<file path="config.mk">
export PLATFORM = sky130hd
export DESIGN_NAME = req_arbiter
export DESIGN_NICKNAME = d
export VERILOG_FILES = /design/src/rtl/req_arbiter.sv
export SDC_FILE = /design/constraint.sdc
export NUM_CORES = 1
export LEC_CHECK = 0
export ABC_AREA = 1
export CAP_MARGIN = 20
export CELL_PAD_IN_SITES_DETAIL_PLACEMENT = 1
export CELL_PAD_IN_SITES_GLOBAL_PLACEMENT = 2
export CORE_MARGIN = 1.5
export CORE_UTILIZATION = 30
export CTS_CLUSTER_SIZE = 20
export DETAILED_ROUTE_END_ITERATION = 7
export PLACE_DENSITY = 0.8
export SLEW_MARGIN = 20
export SYNTH_ARGS = -nofsm -noshare
export SYNTH_HDL_FRONTEND = slang
export SYNTH_SLANG_ARGS = --single-unit
</file>
<file path="constraint.sdc">
create_clock -name clk -period 5.94 [get_ports clk]
set_input_delay 1.188 -clock clk [delete_from_list [all_inputs] [get_ports clk]]
set_output_delay 1.188 -clock clk [all_outputs]
set_load 0.05 [all_outputs]
</file>
<file path="src/rtl/req_arbiter.sv">
// Grant arbiter that shares one resource among NUM_REQ requesters.
// Fixed (highest index) or round-robin selection, grant held until release, optional hold-time cap.
module req_arbiter #(
  parameter  int NUM_REQ  = 4,
  parameter  int MAX_HOLD = 16,
  localparam int ID_W     = (NUM_REQ > 1) ? $clog2(NUM_REQ) : 1
) (
  input  logic               clk,
  input  logic               rst,
  input  logic [NUM_REQ-1:0] req,
  input  logic               done,
  input  logic               rr_mode,
  output logic [NUM_REQ-1:0] gnt,
  output logic [ID_W-1:0]    gnt_id,
  output logic               gnt_valid,
  output logic               timeout
);

  localparam int HC_W = (MAX_HOLD > 2) ? $clog2(MAX_HOLD) : 1;
  localparam logic [HC_W-1:0] HOLD_LAST = HC_W'((MAX_HOLD == 0) ? 0 : MAX_HOLD - 1);

  typedef enum logic {IDLE, GRANT} state_t;

  state_t             state, state_nxt;
  logic [NUM_REQ-1:0] gnt_nxt, cand;
  logic [ID_W-1:0]    id_nxt, last_owner, last_nxt, winner;
  logic [HC_W-1:0]    hold_cnt, hold_nxt;
  logic               timeout_nxt, owner_req, forced, rel, arb;

  function automatic logic [ID_W-1:0] pick_fixed(input logic [NUM_REQ-1:0] c);
    logic [ID_W-1:0] w;
    w = '0;
    for (int i = 0; i < NUM_REQ; i++)
      if (c[i]) w = ID_W'(i);
    return w;
  endfunction

  // Search starts just after the previous owner and wraps around.
  function automatic logic [ID_W-1:0] pick_rr(input logic [NUM_REQ-1:0] c,
                                              input logic [ID_W-1:0]    last);
    logic [ID_W-1:0] w;
    logic [ID_W-1:0] iv;
    logic            found;
    w     = '0;
    found = 1'b0;
    for (int k = 1; k <= NUM_REQ; k++) begin
      iv = ID_W'((int'(last) + k) % NUM_REQ);
      if (!found && c[iv]) begin
        w     = iv;
        found = 1'b1;
      end
    end
    return w;
  endfunction

  always_comb begin
    owner_req   = req[gnt_id];
    forced      = (MAX_HOLD != 0) && (hold_cnt == HOLD_LAST);
    rel         = (state == GRANT) && (done || !owner_req || forced);
    arb         = (state == IDLE) || rel;
    cand        = rel ? (req & ~gnt) : req;
    winner      = rr_mode ? pick_rr(cand, last_owner) : pick_fixed(cand);

    state_nxt   = state;
    gnt_nxt     = gnt;
    id_nxt      = gnt_id;
    last_nxt    = last_owner;
    hold_nxt    = hold_cnt + 1'b1;
    timeout_nxt = 1'b0;

    if (arb) begin
      hold_nxt    = '0;
      // A voluntary release or a dropped request outranks the hold limit.
      timeout_nxt = rel && forced && !done && owner_req;
      if (|cand) begin
        state_nxt = GRANT;
        gnt_nxt   = NUM_REQ'(1) << winner;
        id_nxt    = winner;
        last_nxt  = winner;
      end else begin
        state_nxt = IDLE;
        gnt_nxt   = '0;
        id_nxt    = '0;
      end
    end
  end

  always_ff @(posedge clk) begin
    if (rst) begin
      state      <= IDLE;
      gnt        <= '0;
      gnt_id     <= '0;
      gnt_valid  <= 1'b0;
      timeout    <= 1'b0;
      hold_cnt   <= '0;
      last_owner <= ID_W'(NUM_REQ - 1);
    end else begin
      state      <= state_nxt;
      gnt        <= gnt_nxt;
      gnt_id     <= id_nxt;
      gnt_valid  <= |gnt_nxt;
      timeout    <= timeout_nxt;
      hold_cnt   <= hold_nxt;
      last_owner <= last_nxt;
    end
  end

endmodule

</file>
# Yosys cells after proc, flatten, opt, wreduce, memory -nomap -nowiden
# Index checks and enable logic that the tools add are counted.
dict set report op_classes {
  order_cmp 5
  n_shift 1
  bitwise_logic 4
  add_sub_neg 5
  reduce_logical 20
  n_eq_ne 1
  n_mux 26
}
# cell n
set ops {}
lappend ops {{2-to-1 mux 2 bit} 8}
lappend ops {{< comparator 2 x 3 -> 1 bit, second input constant} 5}
lappend ops {{2-to-1 mux 4 bit} 3}
lappend ops {{binary-select mux 1 bit (select 2 bit)} 5}
lappend ops {{2-to-1 mux 1 bit} 10}
lappend ops {{OR reduction 4 bit} 2}
lappend ops {{logical AND 1 bit} 7}
lappend ops {{zero test 1 bit} 5}
lappend ops {{adder 2 x 1 -> 2 bit, second input constant} 2}
lappend ops {{adder 2 bit, second input constant} 2}
lappend ops {{adder 4 x 1 -> 4 bit, second input constant} 1}
lappend ops {{bitwise AND 4 bit} 1}
lappend ops {{equality test 4 bit, second input constant} 1}
lappend ops {{NOT 4 bit} 1}
lappend ops {{OR reduction 2 bit} 2}
lappend ops {{<< shifter 1 x 2 -> 4 bit, first input constant} 1}
lappend ops {{logical OR 1 bit} 3}
lappend ops {{NOT 1 bit} 2}
lappend ops {{AND reduction 2 bit} 1}
dict set report totals {
  input_bits 8
  out_inout_bits 8
  ff_bits 15
  wordCells 69
}

# Depth between registers and ports, before layout
dict set report depth {
  ltp_word 24
  mapped_depth 20
  mapped_depth_nobuf 20
}

# Worst setup path before layout
# Ideal clock, no wire load.
dict set report synth_timing {
  kind {input port to flip-flop}
  from {input port req[3]}
  to {register gnt_valid}
  t_arrival_ns 2.591
  setup_slack_ns 3.218
  cell_stages 19
  n_path_buf 0
  cell_sequence {inv_1 nand2_1 nand3_1 nand2_2 nand3_4 nand3_2 nand3_2 nand2_2 nand2_1 a21boi_1 nand2_1 inv_2 nand2_1 nand2_1 nand2_2 nand3_1 nand2_1 nor2_1 a21oi_2}
}
dict set report synth_via {
  elab_chain_cells 24
}
# element line_no
set synth_rtl {}
lappend synth_rtl {{start: declaration} 10} ;# input logic [NUM_REQ-1:0] req,
lappend synth_rtl {{binary-select mux 1 bit (select 2 bit)} 57} ;# owner_req = req[gnt_id];
lappend synth_rtl {{2-to-1 mux 1 bit (implied by the code)} 57}
lappend synth_rtl {{zero test 1 bit} 59} ;# rel = (state == GRANT) && (done || !owner_req || forced);
lappend synth_rtl {{logical OR 1 bit (2 in a row)} 59}
lappend synth_rtl {{logical AND 1 bit} 59}
lappend synth_rtl {{2-to-1 mux 4 bit} 61} ;# cand = rel ? (req & ~gnt) : req;
lappend synth_rtl {{binary-select mux 1 bit (select 2 bit)} 48} ;# if (!found && c[iv]) begin
lappend synth_rtl {{2-to-1 mux 1 bit (implied by the code)} 48}
lappend synth_rtl {{(+7 left out)} n/a}
lappend synth_rtl {{zero test 1 bit} 48}
lappend synth_rtl {{logical AND 1 bit} 48}
lappend synth_rtl {{2-to-1 mux 2 bit} 48}
lappend synth_rtl {{2-to-1 mux 2 bit} 62} ;# winner = rr_mode ? pick_rr(cand, last_owner) : pick_fixed(cand);
lappend synth_rtl {{<< shifter 1 x 2 -> 4 bit} 77} ;# gnt_nxt = NUM_REQ'(1) << winner;
lappend synth_rtl {{2-to-1 mux 4 bit} 75} ;# if (|cand) begin
lappend synth_rtl {{2-to-1 mux 4 bit (*)} 71} ;# if (arb) begin
lappend synth_rtl {{OR reduction 4 bit (*)} 101} ;# gnt_valid <= |gnt_nxt;
lappend synth_rtl {{end signal: assignment} 101}
lappend synth_rtl {{end: declaration} 15} ;# output logic gnt_valid,
# Every way passes the cells marked *; elsewhere a longest branch is shown, timed or not. The select of a mux whose other input is x is not followed.
# A chain may end at the register's enable or synchronous reset.

# Worst setup path after layout
# Same ends and word-level chain as after synthesis.

==> reports/results.ini <==
[synthesis]
synth_top_area_share = 0.300
yosysTopAreaCell = dfxtp_1
syn-num-nets = 166
synth.area.top_cells = dfxtp_1, nand2_1, nand3_1
ys_seq_area_frac = 0.300
syn_area_um2 = 1000
synthFlopType = dfxtp_1
synth_edf_count = 0
synth_common_cells = nand2_1, inv_1, nand3_1, dfxtp_1, nor2_1
yosysMostFrequentCell = nand2_1
yosysWarnings = 0
yosys_register_bits = 15
yosysUniqueCellTypes = 24
avgSynthCellArea_um2 = 6.37
syn_inst = 157
async_flop_share = 0

[sta]
fin_ws_ns = 2.67
fin_crit_sh = 0.551
setup_viol = 0
tightestPinTransition_ns = 0.551
skew_ns = 0.00558
finalCriticalPeriod_ns = 3.27
drv_slew = 0
fin_tns_setup_ns = 0
fmax_ghz = 0.306
slew_headroom = 0.631
finalHoldViolations = 0
rsz0062_at_grt = false

[routing]
wl_um = 2690
dr.pass1.iters = 4
vias = 1028
postRouteAntennaNets = 0
viasPerCell = 4.69
first_iter_violations = 27
drc = 0
routedWlPerCell_um = 12.3

[clocking]
clock_path_buffers = 2
cts_root_buffer = clkbuf_4
cts_sinks = 15
cts_tree = built
htreeDepth = 1
cts_resized = 0
postCtsHoldBufs = 0
path_clk_slew_ns = 0.09
cts_buffers = 3
clk_latency_ns = 0.28
post_cts_buffers = 0

[placed_design]
finalWeightedCongestion = 0.717
io_buffers = 15
hpwl_um = 2190
dpl_worst_slack_ns = 2.38

[setup_path]
cp.arrival_ns = 3.43
regToRegStartpoint = hold_cnt[0]
critPathCaptureType = register
reg2reg_slack_ns = 3.63
required_ns = 6.10
reg2reg_to = gnt_valid
crit_start = req[3]
crit_path_start_kind = input pin
worstSetupEndpoint = gnt_valid
crit_type = in -> reg
r2r_cells = 18
path_max_fanout = 5

[floorplan]
core_um2 = 3100
start_util = 0.322
rows = 20
die_width_um = 60.7
fp.dieArea_um2 = 3690
ios = 16
fp.dieH_um = 60.7

[power_and_ir_drop]
irDropWorstVdd_mv = 0.114
p_leak_nw = 0.607
fin_total_pwr_uw = 361
power-per-cell-area_nw_per_um2 = 294

[global_route]
grt_pass1_vias = 1044
grt_max_degree = 11
antenna_found_initial = 0
grt_pass1_wl_um = 4710
gr-total-overflow = 0
grt_usage = 0.170

[run]
cap_violations = 0

[outcome]
status = complete, no violations

[worst_hold_path]
hp-start = hold_cnt[0]
hold_class = reg -> reg

[finish]
final_layout_size_suffix_gt1_frac = 0.114
area_growth_pct = 22.8
nNetsFinal = 185
num_antenna_cells = 0

[critical path, cell delays in order]
cell and delay (ns):
clkdlybuf4s50_1 0.56, inv_1 0.07, nand2_1 0.06, nand3_1 0.08, nand2_2 0.10, nand3_4 0.10
nand3_2 0.12, nand3_2 0.11, nand2_2 0.12, nand2_1 0.07, a21boi_1 0.16, nand2_1 0.08
inv_2 0.06, nand2_1 0.04, nand2_1 0.06, nand2_2 0.08, nand3_1 0.11, nand2_1 0.06
nor2_1 0.14, a21oi_2 0.06
[power breakdown]
group | total, mW | switching (mW) | internal [mW] | leakage, nW
Clock | 0.0577 | 0.0317 | 0.0260 | 0.0150
Combinational | 0.177 | 0.118 | 0.0592 | 0.469
Sequential | 0.125 | 0.0135 | 0.112 | 0.123
[cell type report]
class | instances | area [um^2]
repair buffers | 15 | 150
well taps | 44 | 55.1
clock buffers | 4 | 26.3
flip-flops and latches | 15 | 300
multi-input cells | 116 | 602
fillers | 436 | 1880
inverters | 25 | 93.8
[registers in the layout, summed over array words and instances (netlist names)]
name        flops
gnt             4
hold_cnt        4
last_owner      2
state           1
timeout         1
gnt_valid       1
gnt_id          2
[worst min path at each step]
| stage | to | slack [ns] | cells past startpoint |
|---|---|---|---|
| 2_1_floorplan | hold_cnt[0] | 0.42 | 1 |
| 3_3_place_gp | hold_cnt[0] | 0.43 | 1 |
| 3_5_place_dp | hold_cnt[0] | 0.45 | 1 |
| 4_1_cts | hold_cnt[0] | 0.46 | 1 |
| 5_1_grt | hold_cnt[0] | 0.51 | 1 |
| 6_report | hold_cnt[0] | 0.46 | 1 |
[layer usage]
metal / up-vias / routed length (um) / global-route usage / part of all wire
li1: 538 / - / - / -
met1: 476 / 1400 / 0.237 / 0.52
met2: 12 / 1210 / 0.275 / 0.45
met3: 2 / 62 / 0.0405 / 0.023
met4: 0 / 8 / 0.0186 / 0.0030
met5: - / 0 / 0 / 0
[kinds of logic after synthesis]
logic type / synth area share
xor+xnor: 0.0175
compound gates: 0.0763
fa+ha+maj: 0.0125
simple gates: 0.496
buf+inv: 0.0976
flops: 0.300
[layout by cell type, fill, tap and decap left out, types with 2 or more instances in the layout]
cell             synthesis  final
inv_1                   23     23
nand3_2                 10     10
nor2_1                  12     12
dfxtp_1                 15     15
clkdlybuf4s50_1          0     15
nand2_2                  3      3
o211ai_1                 2      2
clkbuf_4                 0      3
nand2_1                 51     51
nand3_1                 21     21
a21oi_1                  5      5
[stage by stage]
stage               std cells  hold slack (ns)  utilization  instance area (um^2)
floorplan                 157            0.418            -                  1000
global placement          215            0.429        0.387                  1200
detailed placement        215            0.448        0.387                  1200
CTS                       219            0.462        0.396                  1230
global route              219            0.508        0.396                  1230
finish                    219            0.463        0.396                  1230
No activity file was read; power rests on OpenSTA's default activity.
